`config.mk`:
```
export PLATFORM = sky130hd
export DESIGN_NAME = ahb_master_arbiter
export DESIGN_NICKNAME = d
export VERILOG_FILES = /design/src/rtl/hga_ahb_pkg.sv /design/src/rtl/rr_arbiter.sv /design/src/rtl/ahb_master_arbiter.sv
export SDC_FILE = /design/constraint.sdc
export NUM_CORES = 1
export LEC_CHECK = 0
export CAP_MARGIN = 15
export CORE_AREA = 2 2 220 222
export CTS_CLUSTER_DIAMETER = 200
export CTS_CLUSTER_SIZE = 25
export DETAILED_ROUTE_END_ITERATION = 7
export DIE_AREA = 0 0 222 224
export PLACE_DENSITY_LB_ADDON = 0.3
export SKIP_CTS_REPAIR_TIMING = 1
export SLEW_MARGIN = 20
export SYNTH_ARGS = -nofsm -noshare
export SYNTH_HDL_FRONTEND = slang
export SYNTH_SLANG_ARGS = --single-unit
```
`constraint.sdc`:
```
create_clock -name clk -period 2.7 [get_ports clk]
set_clock_uncertainty 0.05 [all_clocks]
set_input_delay 0.54 -clock clk [delete_from_list [all_inputs] [get_ports clk]]
set_output_delay 0.54 -clock clk [all_outputs]
set_load 0.005 [all_outputs]
```
`src/rtl/hga_ahb_pkg.sv`:
```
// rtl/hga_ahb_pkg.sv - shared AHB encodings and arbiter state type
package hga_ahb_pkg;

   localparam logic [1:0] HTRANS_IDLE   = 2'b00;
   localparam logic [1:0] HTRANS_BUSY   = 2'b01;
   localparam logic [1:0] HTRANS_NSEQ   = 2'b10;
   localparam logic [1:0] HTRANS_SEQ    = 2'b11;

   localparam logic [2:0] HBURST_SINGLE = 3'b000;
   localparam logic [2:0] HBURST_INCR   = 3'b001;

   // data access, privileged, non-bufferable, non-cacheable
   localparam logic [3:0] HPROT_DEFAULT = 4'b0011;

   typedef enum logic [1:0] {
      ARB_IDLE  = 2'd0,
      ARB_OWN   = 2'd1,
      ARB_DRAIN = 2'd2
   } arb_state_t;

   // a transfer occupies a data phase unless it is IDLE or BUSY
   function automatic logic htrans_has_data(input logic [1:0] t);
      return (t == HTRANS_NSEQ) || (t == HTRANS_SEQ);
   endfunction

endpackage

```
`src/rtl/rr_arbiter.sv`:
```
// rtl/rr_arbiter.sv - combinational round-robin selector with optional master-0 priority
module rr_arbiter #(
   parameter int NM = 3,
   parameter int IW = (NM > 1) ? $clog2(NM) : 1
) (
   input  logic [NM-1:0] req,
   input  logic [IW-1:0] ptr,
   input  logic          hipri_en,
   output logic [NM-1:0] gnt,
   output logic [IW-1:0] idx,
   output logic          valid
);

   // master 0 wins outright when priority is on, otherwise scan starting just after ptr
   always_comb begin
      int j;
      gnt   = '0;
      idx   = '0;
      valid = 1'b0;
      j     = 0;
      if (hipri_en && req[0]) begin
         gnt[0] = 1'b1;
         valid  = 1'b1;
      end else begin
         for (int k = 1; k <= NM; k++) begin
            j = (int'(ptr) + k) % NM;
            if (!valid && req[j]) begin
               valid  = 1'b1;
               gnt[j] = 1'b1;
               idx    = IW'(j);
            end
         end
      end
   end

endmodule

```
`src/rtl/ahb_master_arbiter.sv`:
```
// rtl/ahb_master_arbiter.sv - shares one AHB master port between NM requesters
module ahb_master_arbiter
   import hga_ahb_pkg::*;
#(
   parameter int NM       = 3,
   parameter int HIPRI_EN = 1,
   parameter int AW       = 64,
   parameter int DW       = 64
) (
   input  logic            clk,
   input  logic            rst_n,
   input  logic [NM-1:0]   m_req,
   output logic [NM-1:0]   m_ack,
   input  logic [NM*AW-1:0] m_haddr,
   input  logic [NM-1:0]   m_hwrite,
   input  logic [NM*3-1:0] m_hsize,
   input  logic [NM*3-1:0] m_hburst,
   input  logic [NM*2-1:0] m_htrans,
   input  logic [NM*DW-1:0] m_hwdata,
   output logic [NM-1:0]   m_hready,
   output logic [NM-1:0]   m_hresp,
   output logic [AW-1:0]   haddr,
   output logic            hwrite,
   output logic [2:0]      hsize,
   output logic [2:0]      hburst,
   output logic [1:0]      htrans,
   output logic [DW-1:0]   hwdata,
   output logic [3:0]      hprot,
   output logic            hmastlock,
   input  logic            hready,
   input  logic            hresp
);

   localparam int IW = (NM > 1) ? $clog2(NM) : 1;

   arb_state_t      state, state_nxt;
   logic [IW-1:0]   owner;
   logic [IW-1:0]   rr_ptr;
   logic [NM-1:0]   ack_q;
   logic            data_valid;
   logic [IW-1:0]   data_owner;

   logic [NM-1:0]   sel_gnt;
   logic [IW-1:0]   sel_idx;
   logic            sel_valid;

   logic [AW-1:0]   own_haddr, haddr_q;
   logic            own_hwrite, hwrite_q;
   logic [2:0]      own_hsize, hsize_q;
   logic [2:0]      own_hburst, hburst_q;
   logic [1:0]      own_htrans;
   logic [DW-1:0]   dph_hwdata, hwdata_q;
   logic            in_own;

   rr_arbiter #(.NM(NM), .IW(IW)) u_rr (
      .req      (m_req),
      .ptr      (rr_ptr),
      .hipri_en (HIPRI_EN != 0),
      .gnt      (sel_gnt),
      .idx      (sel_idx),
      .valid    (sel_valid)
   );

   assign in_own = (state == ARB_OWN);

   // select the address-phase owner's signals and the data-phase owner's write data
   always_comb begin
      own_haddr  = m_haddr [int'(owner)*AW +: AW];
      own_hwrite = m_hwrite[owner];
      own_hsize  = m_hsize [int'(owner)*3 +: 3];
      own_hburst = m_hburst[int'(owner)*3 +: 3];
      own_htrans = m_htrans[int'(owner)*2 +: 2];
      dph_hwdata = m_hwdata[int'(data_owner)*DW +: DW];
   end

   // arbitration FSM state register and winner bookkeeping
   always_ff @(posedge clk or negedge rst_n) begin
      if (!rst_n) begin
         state  <= ARB_IDLE;
         owner  <= '0;
         rr_ptr <= IW'(NM-1);
         ack_q  <= '0;
      end else begin
         state <= state_nxt;
         if (state == ARB_IDLE && sel_valid) begin
            owner  <= sel_idx;
            rr_ptr <= sel_idx;
            ack_q  <= sel_gnt;
         end
      end
   end

   // next state: grant from IDLE, hold until owner drops, drain the last data phase
   always_comb begin
      state_nxt = state;
      case (state)
         ARB_IDLE:  if (sel_valid)     state_nxt = ARB_OWN;
         ARB_OWN:   if (!m_req[owner]) state_nxt = ARB_DRAIN;
         ARB_DRAIN: if (hready)        state_nxt = ARB_IDLE;
         default:                      state_nxt = ARB_IDLE;
      endcase
   end

   // data phase tracking: advances only on hready, follows the address phase just accepted
   always_ff @(posedge clk or negedge rst_n) begin
      if (!rst_n) begin
         data_valid <= 1'b0;
         data_owner <= '0;
      end else if (hready) begin
         data_valid <= htrans_has_data(htrans);
         data_owner <= owner;
      end
   end

   // remember last driven address-phase and write-data values so the bus holds them when idle
   always_ff @(posedge clk or negedge rst_n) begin
      if (!rst_n) begin
         haddr_q  <= '0;
         hwrite_q <= 1'b0;
         hsize_q  <= '0;
         hburst_q <= '0;
         hwdata_q <= '0;
      end else begin
         if (in_own) begin
            haddr_q  <= own_haddr;
            hwrite_q <= own_hwrite;
            hsize_q  <= own_hsize;
            hburst_q <= own_hburst;
         end
         if (data_valid) begin
            hwdata_q <= dph_hwdata;
         end
      end
   end

   // AHB master outputs: owner pass-through while granted, IDLE with held address otherwise
   always_comb begin
      m_ack     = in_own ? ack_q : '0;
      haddr     = in_own ? own_haddr  : haddr_q;
      hwrite    = in_own ? own_hwrite : hwrite_q;
      hsize     = in_own ? own_hsize  : hsize_q;
      hburst    = in_own ? own_hburst : hburst_q;
      htrans    = in_own ? own_htrans : HTRANS_IDLE;
      hwdata    = data_valid ? dph_hwdata : hwdata_q;
      hprot     = HPROT_DEFAULT;
      hmastlock = 1'b0;
   end

   // route hready to address or data owner and hresp to the data owner only
   always_comb begin
      m_hready = '0;
      m_hresp  = '0;
      for (int i = 0; i < NM; i++) begin
         m_hready[i] = hready & ((in_own && owner == IW'(i)) ||
                                 (data_valid && data_owner == IW'(i)));
         m_hresp[i]  = hresp & data_valid & (data_owner == IW'(i));
      end
   end

endmodule
```
==> results of run 1 <==
==> worst max-delay path by stage <==
| stage | from | end | slack [ns] | depth (start not counted) |
|---|---|---|---|---|
| after floorplan | owner[0] | owner[1] | 0.79 | 6 |
| after global placement | m_haddr[189] | haddr[61] | -0.03 | 6 |
| after detailed placement | m_haddr[189] | haddr[61] | -0.05 | 6 |
| after CTS | data_owner[1] | hwdata[16] | -0.55 | 8 |
| after global routing | data_owner[1] | hwdata[10] | -0.30 | 10 |
| final | data_owner[1] | hwdata[10] | -0.16 | 10 |
==> where the power goes <==
group          total [mW]  internal (mW)  switching (mW)
combinational        12.1           6.24            5.82
sequential           3.62           3.30           0.323
clock                2.49           1.52           0.966
total                18.2           11.1            7.11
==> layout make-up <==
type                            instances  area (sq um)
Antenna cell                            4          10.0
Clock buffer                           26           489
Clock inverter                          6           108
Fill cell                            4949         30200
Inverter                                5          22.5
Multi-Input combinational cell        736          4670
Sequential cell                       146          3670
Tap cell                              615           769
Timing Repair Buffer                  745          7380
==> worst max-delay path, stage by stage, from the launching register on <==
cell and delay (ns):
dfrtp_4 0.47, buf_6 0.15, buf_16 0.16, buf_4 0.15, buf_12 0.13, buf_4 0.14
mux2i_1 0.15, nor2_1 0.05, a21oi_1 0.11, a21oi_1 0.09, dlymetal6s2s_1 0.18
==> registers in the layout (all words and copies together) (netlist names) <==
name and flops:
haddr_q 64, hwdata_q 64, ack_q 3, hburst_q 3, hsize_q 3, data_owner 2, owner 2, state 2
data_valid 1, hwrite_q 1, rr_ptr 1
==> routing by layer <==
layer / up-vias / GRT usage / wire [um]
met5: - / 0 / 0
met4: 0 / 0.0656 / 988
met3: 42 / 0.0560 / 3260
met2: 404 / 0.264 / 20900
met1: 4653 / 0.173 / 16700
li1: 4762 / - / -
==> cells by family (layout without fill, tap and decap cells) <==
| kind of cell | Yosys count | after routing |
|---|---|---|
| muxes | 108 | 108 |
| AOI/OAI and AO/OA | 307 | 307 |
| other | 2 | 9 |
| xor gates and xnor gates | 1 | 1 |
| DFF | 146 | 146 |
| adders and majority gates | 4 | 4 |
| and+or+nand+nor | 311 | 311 |
| buffers and inverters | 97 | 782 |
==> layout by cell type (no fill, tap or decap), drive strengths merged, types with 5 or more instances in the layout <==
master and count:
o21ai 73, mux2i 104, a21oi 170, a21o 12, nor2b 9, dlymetal6s2s 63, nor2 189, a221oi 20
a22oi 8, clkbuf 77, dfrtp 145, nand2 86, a221o 8, conb 5, and2 5, buf 212
clkdlybuf4s50 419
==> per-stage QoR <==
step	TNS, ns	worst slack, ns	hold WS, ns
after global routing	-10.92	-0.299	0.0245
after global placement	-0.0359	-0.0326	0.408
after CTS	-51.71	-0.547	-0.0117
final	-2.53	-0.158	0.00447
after floorplan	0	0.793	0.194
after detailed placement	-0.0768	-0.0523	0.415
==> impl_metrics.prom, run 1 <==
# TYPE chip_impl_metric gauge
chip_impl_metric{name="cts.sink_count",unit=""} 146
chip_impl_metric{name="hold_viol",unit=""} 0
chip_impl_metric{name="worst_slew_pin_slew",unit="ns"} 0.586
chip_impl_info{name="synth.top_cells.by_count",value="189 x nor2_1, 170 x a21oi_1, 145 x dfrtp_1, 104 x mux2i_1, 86 x nand2_1"} 1
chip_impl_metric{name="routabilityCongestion",unit=""} 0.840
chip_impl_info{name="synth_area_leaders",value="dfrtp_1 44%, mux2i_1 12%, a21oi_1 10%"} 1
chip_impl_metric{name="core_area",unit="sq um"} 47300
chip_impl_metric{name="register_to_register_path_setup_slack",unit="ns"} 0.18
chip_impl_metric{name="final-max-slew-violation-count",unit=""} 0
chip_impl_metric{name="crit_path_max_fanout",unit=""} 14
chip_impl_metric{name="grt_use_total",unit=""} 0.154
chip_impl_metric{name="ys_warn_count",unit=""} 0
chip_impl_metric{name="timing.max_cap.violations",unit=""} 0
chip_impl_metric{name="dieHeight",unit="um"} 224
chip_impl_metric{name="number_of_global_route_vias_before_repair",unit=""} 9675
chip_impl_metric{name="post_synth_and_or_nand_nor_area_fraction",unit=""} 0.154
chip_impl_metric{name="io-pin-count",unit=""} 569
chip_impl_metric{name="synthesis.area_per_instance",unit="sq um"} 8.54
chip_impl_metric{name="final_net_count",unit=""} 2073
chip_impl_metric{name="wl",unit="mm"} 41.8
chip_impl_metric{name="finalWorstSetupSlack",unit="ns"} -0.158
chip_impl_info{name="unrepaired_setup_endpoints_after_global_routing",value="yes"} 1
chip_impl_metric{name="yosysTopAreaCellShare",unit=""} 0.435
chip_impl_metric{name="synthAdderAreaFrac",unit=""} 0.00600
chip_impl_metric{name="post_layout_nonfiller_instances",unit=""} 2283
chip_impl_metric{name="max_buffers_root_to_sink",unit=""} 2
chip_impl_metric{name="dpl.cell_count",unit=""} 2148
chip_impl_metric{name="grt_antenna_before_repair",unit=""} 4
chip_impl_metric{name="detail_route.drc_violations",unit=""} 0
chip_impl_metric{name="syn-instance-count",unit=""} 976
chip_impl_metric{name="path_clk_slew",unit="ns"} 0.06
chip_impl_metric{name="finalCoreUtilization",unit=""} 0.362
chip_impl_metric{name="timing.slew.headroom",unit=""} 0.609
chip_impl_metric{name="worst_r2r_path_depth",unit=""} 8
chip_impl_metric{name="power",unit="mW"} 18.2
chip_impl_info{name="failed_checks",value="negative setup slack"} 1
chip_impl_info{name="synth_area_leader_cell",value="dfrtp_1"} 1
chip_impl_metric{name="final_layout_size_suffix_gt1_frac",unit=""} 0.249
chip_impl_metric{name="required",unit="ns"} 2.11
chip_impl_metric{name="hpwl_detailed",unit="mm"} 30.6
chip_impl_metric{name="achievable-frequency",unit="MHz"} 350
chip_impl_metric{name="area.growth.synth_to_final",unit="%"} 105
chip_impl_metric{name="number_of_search_and_repair_iterations_in_the_first_detailed_routing_pass",unit=""} 5
chip_impl_info{name="critical_path.reg2reg.endpoint",value="ack_q[0]"} 1
chip_impl_info{name="path_class",value="reg -> out"} 1
chip_impl_metric{name="synth_compound_gate_area_share",unit=""} 0.212
chip_impl_info{name="dominantRegCellSynth",value="dfrtp_1"} 1
chip_impl_metric{name="vias",unit=""} 9861
chip_impl_metric{name="port-buffer-count",unit=""} 563
chip_impl_metric{name="initial_core_util",unit=""} 0.176
chip_impl_metric{name="routed_via_density",unit=""} 4.32
chip_impl_metric{name="ant_nets",unit=""} 0
chip_impl_info{name="class_of_the_tightest_hold_or_removal_check",value="in -> async"} 1
chip_impl_metric{name="p_leak",unit="nW"} 7.56
chip_impl_metric{name="overflow",unit=""} 0
chip_impl_metric{name="global_route_wire_length_before_repair",unit="mm"} 57.8
chip_impl_metric{name="number_of_standard_cell_rows_in_the_floorplan",unit=""} 80
chip_impl_metric{name="finalWorstPathRequiredPeriod",unit="ns"} 2.86
chip_impl_info{name="clk_root_buffer_cell",value="clkbuf_16"} 1
chip_impl_metric{name="place_area",unit="sq um"} 15200
chip_impl_metric{name="syn-cell-area",unit="sq um"} 8340
chip_impl_metric{name="share_of_flip_flops_with_an_asynchronous_set_or_reset",unit=""} 1.00
chip_impl_metric{name="vdd_ir_drop_max",unit="mV"} 0.456
chip_impl_metric{name="tcrit_tclk_final",unit=""} 1.06
chip_impl_metric{name="setup_viol",unit=""} 41
chip_impl_metric{name="critPathArrivalTime",unit="ns"} 2.27
chip_impl_metric{name="htreeDepth",unit=""} 4
chip_impl_metric{name="stdcell_area",unit="sq um"} 17100
chip_impl_metric{name="grt_max_degree",unit=""} 88
chip_impl_info{name="synth_top_family_by_area",value="compound AO/OA/AOI/OAI gates"} 1
chip_impl_info{name="worstSetupEndpointType",value="output pin"} 1
chip_impl_metric{name="synth_seq_cells",unit=""} 146
chip_impl_metric{name="numCtsBuffers",unit=""} 17
chip_impl_metric{name="design.die.area",unit="sq um"} 49700
chip_impl_metric{name="synth_cell_type_count",unit=""} 50
chip_impl_info{name="reg2reg_launch_point",value="owner[0]"} 1
chip_impl_metric{name="dieWidth",unit="um"} 222
chip_impl_metric{name="synth.area.mux_share",unit=""} 0.130
chip_impl_info{name="cp-start-kind",value="flip-flop"} 1
chip_impl_metric{name="initialDrtViolationCount",unit=""} 555
chip_impl_metric{name="portion_of_the_post_synthesis_area_used_by_sequential_elements",unit=""} 0.438
chip_impl_metric{name="synth-edff-count",unit=""} 0
chip_impl_metric{name="clkLatencyLatePin",unit="ns"} 0.47
chip_impl_metric{name="share_of_the_synthesized_netlist_area_taken_by_xor_and_xnor_gates",unit=""} 0.00105
chip_impl_info{name="cts_tree",value="built"} 1
chip_impl_metric{name="wl_per_cell",unit="um"} 18.3
chip_impl_info{name="status",value="finished with violations"} 1
chip_impl_metric{name="cellPowerDensity",unit="nW/um^2"} 1060
chip_impl_info{name="yosysMostFrequentCell",value="nor2_1"} 1
No activity file was read; power rests on OpenSTA's default activity.
==> run 2, diff against run 1 <==
--- a/config.mk
+++ b/config.mk
@@ -11,7 +11,9 @@
 export CTS_CLUSTER_SIZE = 25
 export DETAILED_ROUTE_END_ITERATION = 7
 export DIE_AREA = 0 0 222 224
-export PLACE_DENSITY_LB_ADDON = 0.3
+export GPL_ROUTABILITY_DRIVEN = 0
+export PLACE_DENSITY = 0.57
+export SETUP_SLACK_MARGIN = 0.15
 export SKIP_CTS_REPAIR_TIMING = 1
 export SLEW_MARGIN = 20
 export SYNTH_ARGS = -nofsm -noshare
==> impl_metrics.prom, run 2 (same netlist as run 1, synthesis figures left out) <==
# TYPE chip_impl_metric gauge
chip_impl_metric{name="io-pin-count",unit=""} 569
chip_impl_info{name="reg2reg_launch_point",value="owner[0]"} 1
chip_impl_metric{name="grt_use_total",unit=""} 0.155
chip_impl_metric{name="wl_per_cell",unit="um"} 19.1
chip_impl_metric{name="timing.hold.ws",unit="ns"} 0.423
chip_impl_metric{name="achievable-frequency",unit="MHz"} 356
chip_impl_metric{name="cts.sink_count",unit=""} 146
chip_impl_metric{name="timing.max_cap.violations",unit=""} 0
chip_impl_info{name="path_common_cell",value="buf_12"} 1
chip_impl_info{name="clk_root_buffer_cell",value="clkbuf_16"} 1
chip_impl_metric{name="core_area",unit="sq um"} 47300
chip_impl_metric{name="vias",unit=""} 10212
chip_impl_info{name="critical_path.cell_chain",value="buf_12 -> buf_12 -> clkbuf_16 -> mux2i_2 -> nor2_1 -> buf_4 -> a21oi_4 -> a21oi_2 -> buf_2"} 1
chip_impl_info{name="critical_path.reg2reg.endpoint",value="ack_q[0]"} 1
chip_impl_info{name="worst_setup_path_endpoint",value="hwdata[62]"} 1
chip_impl_metric{name="max_buffers_root_to_sink",unit=""} 2
chip_impl_metric{name="finalWorstSetupSlack",unit="ns"} -0.105
chip_impl_metric{name="worst_slew_pin_slew",unit="ns"} 0.565
chip_impl_metric{name="overflow",unit=""} 0
chip_impl_metric{name="number_of_standard_cell_rows_in_the_floorplan",unit=""} 80
chip_impl_info{name="layout.cells.most_common",value="clkdlybuf4s50_1"} 1
chip_impl_metric{name="timing.slew.headroom",unit=""} 0.624
chip_impl_metric{name="grt_max_degree",unit=""} 75
chip_impl_metric{name="crit_path_max_fanout",unit=""} 6
chip_impl_metric{name="area.growth.synth_to_final",unit="%"} 113
chip_impl_metric{name="dieWidth",unit="um"} 222
chip_impl_metric{name="stdcell_area",unit="sq um"} 17800
chip_impl_metric{name="critPathArrivalTime",unit="ns"} 2.22
chip_impl_info{name="failed_checks",value="negative setup slack"} 1
chip_impl_metric{name="numCtsBuffers",unit=""} 17
chip_impl_info{name="biggestRegsByFlops",value="haddr_q (64), hwdata_q (64)"} 1
chip_impl_metric{name="initialDrtViolationCount",unit=""} 460
chip_impl_metric{name="dieHeight",unit="um"} 224
chip_impl_metric{name="register_to_register_path_setup_slack",unit="ns"} 0.30
chip_impl_metric{name="hold_viol",unit=""} 0
chip_impl_metric{name="place_area",unit="sq um"} 15100
chip_impl_metric{name="pre_cts_ws",unit="ns"} -0.147
chip_impl_info{name="unrepaired_setup_endpoints_after_global_routing",value="yes"} 1
chip_impl_metric{name="detail_route.drc_violations",unit=""} 0
chip_impl_info{name="status",value="finished with violations"} 1
chip_impl_metric{name="number_of_search_and_repair_iterations_in_the_first_detailed_routing_pass",unit=""} 4
chip_impl_metric{name="number_of_global_route_vias_before_repair",unit=""} 9632
chip_impl_metric{name="path_clk_slew",unit="ns"} 0.06
chip_impl_metric{name="worst_path_largest_cell_delay",unit="ns"} 0.53
chip_impl_metric{name="power",unit="mW"} 19.4
chip_impl_metric{name="vdd_ir_drop_max",unit="mV"} 0.367
chip_impl_metric{name="initial_core_util",unit=""} 0.176
chip_impl_metric{name="clkLatencyLatePin",unit="ns"} 0.48
chip_impl_metric{name="cellPowerDensity",unit="nW/um^2"} 1090
chip_impl_metric{name="wl",unit="mm"} 44.3
chip_impl_metric{name="finalCoreUtilization",unit=""} 0.376
chip_impl_metric{name="dpl.cell_count",unit=""} 2128
chip_impl_metric{name="nFillCells",unit=""} 4805
chip_impl_metric{name="htreeDepth",unit=""} 4
chip_impl_metric{name="final-max-slew-violation-count",unit=""} 0
chip_impl_info{name="cts_tree",value="built"} 1
chip_impl_metric{name="port-buffer-count",unit=""} 563
chip_impl_metric{name="p_leak",unit="nW"} 7.53
chip_impl_info{name="class_of_the_tightest_hold_or_removal_check",value="reg -> reg"} 1
chip_impl_metric{name="grt_antenna_before_repair",unit=""} 6
chip_impl_metric{name="hpwl_detailed",unit="mm"} 30.8
chip_impl_metric{name="required",unit="ns"} 2.11
chip_impl_info{name="worstSetupEndpointType",value="output pin"} 1
chip_impl_metric{name="worst_r2r_path_depth",unit=""} 8
chip_impl_metric{name="global_route_wire_length_before_repair",unit="mm"} 57.7
chip_impl_metric{name="post_layout_nonfiller_instances",unit=""} 2326
chip_impl_info{name="crit_slowest_cell",value="dfrtp_4"} 1
chip_impl_info{name="cp-startpoint",value="data_owner[1]"} 1
chip_impl_metric{name="final_net_count",unit=""} 2117
chip_impl_info{name="cp-start-kind",value="flip-flop"} 1
chip_impl_metric{name="timing.setup.tns",unit="ns"} -0.430
chip_impl_metric{name="ant_nets",unit=""} 0
chip_impl_metric{name="finalWorstPathRequiredPeriod",unit="ns"} 2.81
chip_impl_metric{name="design.die.area",unit="sq um"} 49700
chip_impl_metric{name="tcrit_tclk_final",unit=""} 1.04
chip_impl_metric{name="setup_viol",unit=""} 13
chip_impl_metric{name="routed_via_density",unit=""} 4.39
chip_impl_info{name="path_class",value="reg -> out"} 1
chip_impl_metric{name="final_layout_size_suffix_gt1_frac",unit=""} 0.327
chip_impl_info{name="most-common-layout-cells",value="417 x clkdlybuf4s50_1, 184 x nor2_1, 140 x dfrtp_1"} 1
-- run 2: changes by cell type in the layout (fill, tap and decap cells not counted), moves of 13 or more --
cell | previous run | this run
buf_6 | 18 | 35
a21oi_1 | 100 | 76
dlymetal6s2s_1 | 63 | 21
buf_2 | 36 | 79
o21ai_2 | 8 | 21
a21oi_2 | 70 | 89
-- run 2: how the worst min path moves through the flow --
stage / startpoint / to / slack (ns) / depth (start not counted)
floorplan: rst_n / ack_q[0] / 0.19 / 0
global placement: ack_q[1] / ack_q[1] / 0.41 / 2
detailed placement: ack_q[1] / ack_q[1] / 0.41 / 2
CTS: rst_n / haddr_q[6] / -0.04 / 1
global route: haddr_q[27] / haddr_q[27] / 0.45 / 2
finish: ack_q[1] / ack_q[1] / 0.42 / 2
-- run 2: power breakdown --
| group | internal, mW | total, mW | switching (mW) |
|---|---|---|---|
| clock network | 1.44 | 2.45 | 1.00 |
| logic | 6.88 | 13.3 | 6.42 |
| registers | 3.30 | 3.66 | 0.360 |
| total | 11.6 | 19.4 | 7.79 |
-- run 2: per-layer routing --
metal  vias up  global-route usage  routed length, um
met5         -                   0                  0
met3        52              0.0601               3400
met4         0              0.0517               1160
met2       412               0.269              22400
met1      4895               0.173              17300
li1       4853                   -                  -
-- run 2: area by class of cell --
type                            instances  area, sq um  share of cell area
Timing Repair Buffer                  789         7660               0.431
Multi-Input combinational cell        736         5070               0.285
Sequential cell                       146         3670               0.206
Tap cell                              615          769              0.0432
Clock buffer                           22          484              0.0272
Clock inverter                          9          105             0.00591
Inverter                                5         18.8             0.00105
Antenna cell                            4         10.0            0.000563
-- run 2: critical path: cells and delay by family (launching register included) --
kind                   cells  cell delay [ns]
AOI/OAI and AO/OA          2             0.17
buffers and inverters      5             0.74
DFF                        1             0.53
muxes                      1             0.15
and+or+nand+nor            1             0.12
